## src/rtl/hazard_scoreboard_pkg.sv

```systemverilog
// ---------------------------------------------------------------------------
// hazard_scoreboard_pkg
// Shared definitions for the register hazard scoreboard.
//   fsm_state_t  : drain sequencer encoding (IDLE / DRAIN / DONE)
//   NUM_REGS     : architectural register count
//   REG_IDX_W    : width of a register index
//   reg_onehot() : one-hot decode of a register index
// ---------------------------------------------------------------------------
package hazard_scoreboard_pkg;

    localparam int NUM_REGS  = 32;
    localparam int REG_IDX_W = 5;

    typedef enum logic [1:0] {
        IDLE  = 2'b00,
        DRAIN = 2'b01,
        DONE  = 2'b10
    } fsm_state_t;

    function automatic logic [NUM_REGS-1:0] reg_onehot(input logic [REG_IDX_W-1:0] idx);
        logic [NUM_REGS-1:0] one;
        one = {{(NUM_REGS-1){1'b0}}, 1'b1};
        return one << idx;
    endfunction

endpackage

```

## src/rtl/hazard_scoreboard_popcount32.sv

```systemverilog
// ---------------------------------------------------------------------------
// popcount32
// Counts the set bits of a 32-bit vector (purely combinational).
//   bits  : in  32  vector to count
//   count : out 6   number of ones, 0..32
// ---------------------------------------------------------------------------
module popcount32
    import hazard_scoreboard_pkg::*;
(
    input  logic [NUM_REGS-1:0] bits,
    output logic [5:0]          count
);

    always_comb begin
        count = 6'd0;
        for (int i = 0; i < NUM_REGS; i++) begin
            count = count + 6'(bits[i]);
        end
    end

endmodule

```

## src/rtl/hazard_scoreboard.sv

```systemverilog
// ---------------------------------------------------------------------------
// hazard_scoreboard
// Tracks registers with an outstanding write and stalls decode on RAW/WAW
// hazards. A small sequencer drains the pipeline on request and pulses
// drain_done once nothing is pending.
//
// Ports
//   clock          in  1   sole clock, rising edge
//   reset          in  1   synchronous, active-high
//   issue_valid    in  1   decode holds an instruction
//   issue_reg_S1   in  5   source register 1
//   issue_reg_S2   in  5   source register 2
//   issue_reg_D    in  5   destination register
//   issue_writes   in  1   instruction writes issue_reg_D
//   wb_valid       in  1   writeback retiring this cycle
//   wb_reg         in  5   register being retired
//   drain_req      in  1   one-cycle drain request
//   flush          in  1   discard all pending writes
//   stall          out 1   decode must hold
//   issue_fire     out 1   issue accepted this cycle
//   pending_count  out 6   registered count of pending registers
//   drain_done     out 1   one-cycle drain completion pulse
//
// Build option
//   SCOREBOARD_WB_BYPASS_EN : when defined, a register retiring this cycle
//   no longer causes a stall, so a dependent instruction issues in the same
//   cycle as its producer's writeback.
//
// Drain sequencer
//   state | meaning
//   IDLE  | normal issue, waiting for drain_req
//   DRAIN | issue blocked, waiting for pending vector to empty
//   DONE  | drain complete, drain_done high for this one cycle
// ---------------------------------------------------------------------------
module hazard_scoreboard
    import hazard_scoreboard_pkg::*;
(
    input  logic                 clock,
    input  logic                 reset,
    input  logic                 issue_valid,
    input  logic [REG_IDX_W-1:0] issue_reg_S1,
    input  logic [REG_IDX_W-1:0] issue_reg_S2,
    input  logic [REG_IDX_W-1:0] issue_reg_D,
    input  logic                 issue_writes,
    input  logic                 wb_valid,
    input  logic [REG_IDX_W-1:0] wb_reg,
    input  logic                 drain_req,
    input  logic                 flush,
    output logic                 stall,
    output logic                 issue_fire,
    output logic [5:0]           pending_count,
    output logic                 drain_done
);

    logic [NUM_REGS-1:0] pending_q;
    logic [NUM_REGS-1:0] pending_d;
    logic [NUM_REGS-1:0] hazard_vec;
    logic [NUM_REGS-1:0] set_vec;
    logic [NUM_REGS-1:0] clr_vec;
    logic [5:0]          count_d;
    logic                hazard;
    logic                pending_empty;

    fsm_state_t state_q;
    fsm_state_t state_d;

    assign clr_vec = wb_valid ? reg_onehot(wb_reg) : '0;

`ifdef SCOREBOARD_WB_BYPASS_EN
    // The retiring register is treated as already written back.
    assign hazard_vec = pending_q & ~clr_vec;
`else
    assign hazard_vec = pending_q;
`endif

    assign hazard = issue_valid &
                    (hazard_vec[issue_reg_S1] |
                     hazard_vec[issue_reg_S2] |
                     (issue_writes & hazard_vec[issue_reg_D]));

    assign stall      = hazard | (state_q != IDLE);
    assign issue_fire = issue_valid & ~stall;

    assign set_vec = (issue_fire && issue_writes && (issue_reg_D != '0)) ?
                     reg_onehot(issue_reg_D) : '0;

    // Set is applied after clear so a same-register set/clear (only
    // reachable with bypass) leaves the bit pending. Flush overrides both.
    always_comb begin
        pending_d = (pending_q & ~clr_vec) | set_vec;
        if (flush) begin
            pending_d = '0;
        end
        pending_d[0] = 1'b0;
    end

    assign pending_empty = (pending_q == '0);

    popcount32 u_popcount (
        .bits  (pending_d),
        .count (count_d)
    );

    always_ff @(posedge clock) begin
        if (reset) begin
            pending_q     <= '0;
            pending_count <= 6'd0;
        end else begin
            pending_q     <= pending_d;
            pending_count <= count_d;
        end
    end

    always_ff @(posedge clock) begin
        if (reset) begin
            state_q <= IDLE;
        end else begin
            state_q <= state_d;
        end
    end

    always_comb begin
        state_d    = state_q;
        drain_done = 1'b0;
        case (state_q)
            IDLE: begin
                if (drain_req) begin
                    state_d = pending_empty ? DONE : DRAIN;
                end
            end
            DRAIN: begin
                if (pending_empty) begin
                    state_d = DONE;
                end
            end
            DONE: begin
                drain_done = 1'b1;
                state_d    = IDLE;
            end
            default: begin
                state_d = IDLE;
            end
        endcase
    end

endmodule

```

## config.mk

```make
export PLATFORM = sky130hd
export DESIGN_NAME = hazard_scoreboard
export DESIGN_NICKNAME = d
export VERILOG_FILES = /design/src/rtl/hazard_scoreboard_pkg.sv /design/src/rtl/hazard_scoreboard_popcount32.sv /design/src/rtl/hazard_scoreboard.sv
export SDC_FILE = /design/constraint.sdc
export NUM_CORES = 1
export LEC_CHECK = 0
export ABC_AREA = 1
export ABC_CLOCK_PERIOD_IN_PS = 8750
export BUFFER_PORTS_ARGS = -buffer_cell sky130_fd_sc_hd__buf_4
export CAP_MARGIN = 20
export CELL_PAD_IN_SITES_DETAIL_PLACEMENT = 1
export CELL_PAD_IN_SITES_GLOBAL_PLACEMENT = 1
export CORE_MARGIN = 1
export CORE_UTILIZATION = 40
export CTS_BUF_LIST = sky130_fd_sc_hd__clkbuf_8
export DETAILED_ROUTE_END_ITERATION = 16
export GPL_TIMING_DRIVEN = 1
export PLACE_DENSITY = 0.8
export SKIP_LAST_GASP = 1
export SYNTH_ARGS = -nofsm -noshare
export SYNTH_HDL_FRONTEND = slang
export SYNTH_SLANG_ARGS = --single-unit
```

## constraint.sdc

```tcl
create_clock -name clock -period 8.75 [get_ports clock]
set_input_delay 1.3125 -clock clock [delete_from_list [all_inputs] [get_ports clock]]
set_output_delay 1.3125 -clock clock [all_outputs]
set_load 0.02 [all_outputs]
```

==> summary.md <==
| Metric | Value |
|---|---|
| Nature of the critical path startpoint | primary input |
| Postcts setup bufs | 0 |
| R2r setup slk | 1.74 ns |
| Critical R2R Launch | hazard_vec[7] |
| CP max FO | 31 |
| Overall Power | 0.419 mW |
| Post-Synthesis Net Count | 729 |
| Die footprint | 10300 um^2 |
| Crit-path max cell delay | 0.57 ns |
| Post-DP Area | 4180 um^2 |
| H-tree depth | 2 |
| Outcome | finished clean |
| Post-cts resize count | 0 |
| FP Rows | 35 |
| Mean post-synth cell area | 5.89 um^2 |
| Drt pass-1 iters | 4 |
| Min-Delay Path Class | register to register |
| Gate count of the mapped netlist | 670 |
| Setup total negative slack | 0 ns |
| Synth Area in Adders | 14.5% |
| Total grt overflow | 0 |
| Clk sinks | 39 |
| Core area | 9420 um^2 |
| Routed WL | 15400 um |
| First-pass GRT wire length | 23700 um |
| Filler cells | 1373 |
| Clock buffer depth | 2 |
| Antenna diodes | 0 |
| Via count | 4478 |
| # setup viols final | 0 |
| DRC | 0 |
| Slowest CP cell | fa_1 |
| Synth area leader | nand2_1 |
| Wire length on met3 | 823 um |
| DRT iter0 DRCs | 232 |
| GRT Util Overall | 31.6% |
| Synth Flop Type | dfxtp_1 |
| WP data required | 8.99 ns |
| Post-Syn Area | 3940 um^2 |
| Initial antenna violation count | 0 |
| Final hold violations | 0 |
| Worst-skew pair later-pin latency | 0.30 ns |
| Antenna violation net count after detailed routing | 0 |
| Post-layout instance area | 4300 um^2 |
| DR vias/cell | 5.53 |
| Type of destination of the critical path | register |
| Commonest cells in the synthesized netlist | nand2_1, inv_1, nand3_1 |
| Sequential share of the synthesized area | 19.8% |
| Critical path launch point | issue_reg_D[2] |
| Worst setup endpoint | pending_count[4] |
| Mux contribution to synthesized area | 0% |
| Worst EP arrival | 8.26 ns |
| Most used cell, CP | fa_1 |
| Pwr dens | 97.5 nW/um^2 |
| Ys Warns | 0 |
| Setup CP Type | primary input to register |
| Max Used Layer | met4 |
| Max_slew headroom | 38.9% |
| Area contributors post-synth | nand2_1, dfxtp_1, fa_1 |
| Post-synth ARST share | 0% |
| Synth Area in Compound Gates | 7.17% |
| Cts bufs inserted | 5 |
| Dpl hpwl | 11600 um |
| DP Cell Count | 802 |
| Largest family of logic cells by synthesized area | simple AND/OR/NAND/NOR gates |
| Wire per inst | 19.0 um |
| Met2 WL | 7410 um |
| RSZ-0062 raised after global routing | false |
| Initial Util | 41.9% |
| Max Clock Freq | 125 MHz |
| Non-filler cells, final | 810 |
| Layout area overhead | 8.95% |
| Synth top area share | 20.0% |
| IO buf count | 35 |
| Synthesized flop and latch total | 39 |
| Root Driver | clkbuf_8 |
| FF+latch area | 781 um^2 |
| Most numerous cell in the Yosys netlist | nand2_1 |
| GP Congestion | 0.931 |
| Max cap viols | 0 |
| XOR/XNOR share of the synthesized area | 0% |
| EDFF count, synth | 0 |
| Hold-fix buffers, CTS | 0 |
| Worst R2R End | pending_count[4] |
| FF-to-FF path depth | 31 |
| Leak | 2.17 nW |
| Layout cells sized above 1 | 8.37% |
| CTS tree | built |
| Clk_skew | 0.00962 ns |
| Simple-gate share of the synthesized area | 43.4% |
| Period utilisation layout | 91.7% |
| Top Ports | 36 |
| Synth cell types | 28 |
| Chip Height | 101 um |
| Total Nets Final | 739 |
| Met1 wire length | 6260 um |
| Worst-path clk slew | 0.08 ns |
| Vias in the first global route | 4533 |
| Multi-input logic area | 2570 um^2 |
| VDD IR max | 0.0790 mV |
| Largest net degree at the start of global routing | 36 |
| Die width | 101 um |
| Worst Tran Pin Value | 0.915 ns |
| Tmin final | 8.02 ns |
| Max Slew Vio Count | 0 |
-- per-layer routing --
metal  up-vias  GRT usage (%)
met1      2159           37.2
met3        63           3.93
li1       2096              -
met4         0           19.5
met2       160           54.7
met5         -              0
-- report_power, final --
part | leakage (nW) | internal (mW) | switching [mW]
Combinational | 1.80 | 0.0240 | 0.0553
Clock | 0.0612 | 0.0924 | 0.0685
Sequential | 0.314 | 0.178 | 0.000670
-- flip-flops by register name, summed over array words and instances, names as in the netlist --
register       flops
hazard_vec        31
pending_count      6
state_q            2
-- worst max-delay path: cells and delay by family --
kind,cells,cell delay (ns)
AOI/OAI and AO/OA,3,0.37
adders and majority gates,9,3.74
buffers and inverters,6,0.84
and+or+nand+nor,14,1.93
-- cell families (layout without fill, tap and decap cells) --
group	Yosys count	in the layout
simple gates	404	404
fa+ha+maj	32	32
buf+inv	140	151
flops	39	39
compound gates	55	55
-- worst min path at each step --
stage | startpoint | end | slack [ns] | depth (start not counted)
floorplan | state_q[1] | state_q[0] | 0.55 | 3
global placement | state_q[1] | state_q[0] | 0.57 | 3
detailed placement | state_q[1] | state_q[1] | 0.60 | 3
CTS | state_q[1] | state_q[1] | 0.61 | 3
global route | state_q[1] | state_q[1] | 0.69 | 3
finish | state_q[1] | state_q[1] | 0.62 | 3
-- per-stage QoR --
step                utilization (%)  hold WS, ns  setup WS, ns
CTS                            45.6        0.611         0.761
global placement               44.4        0.567         0.773
global route                   45.6        0.686         0.296
finish                         45.6        0.617         0.728
detailed placement             44.4        0.603         0.437
floorplan                         -        0.546          1.72
-- placed cells by master, fill, tap and decap left out --
cell	n
a21oi_1	6
nand2_1	210
clkbuf_8	6
inv_2	2
nor4_1	11
bufinv_16	1
clkinv_1	1
nand3_1	83
a31oi_1	1
inv_4	1
nor3_1	8
nand4_1	4
ha_1	9
nor2_1	76
nand3b_1	1
nor2_2	8
clkinv_2	1
o211ai_1	1
fa_1	23
o41ai_1	1
nor2_4	1
dfxtp_1	39
inv_1	104
o21ai_0	46
nand4_2	1
nand2_2	1
buf_4	35
-- area by class of cell --
type / instances / area share [%]
Sequential cell: 39 / 18.2
Clock buffer: 6 / 1.92
Multi-Input combinational cell: 491 / 59.7
Clock inverter: 2 / 0.815
Tap cell: 129 / 3.76
Timing Repair Buffer: 35 / 6.12
Inverter: 108 / 9.49
No activity file was read; power rests on OpenSTA's default activity.
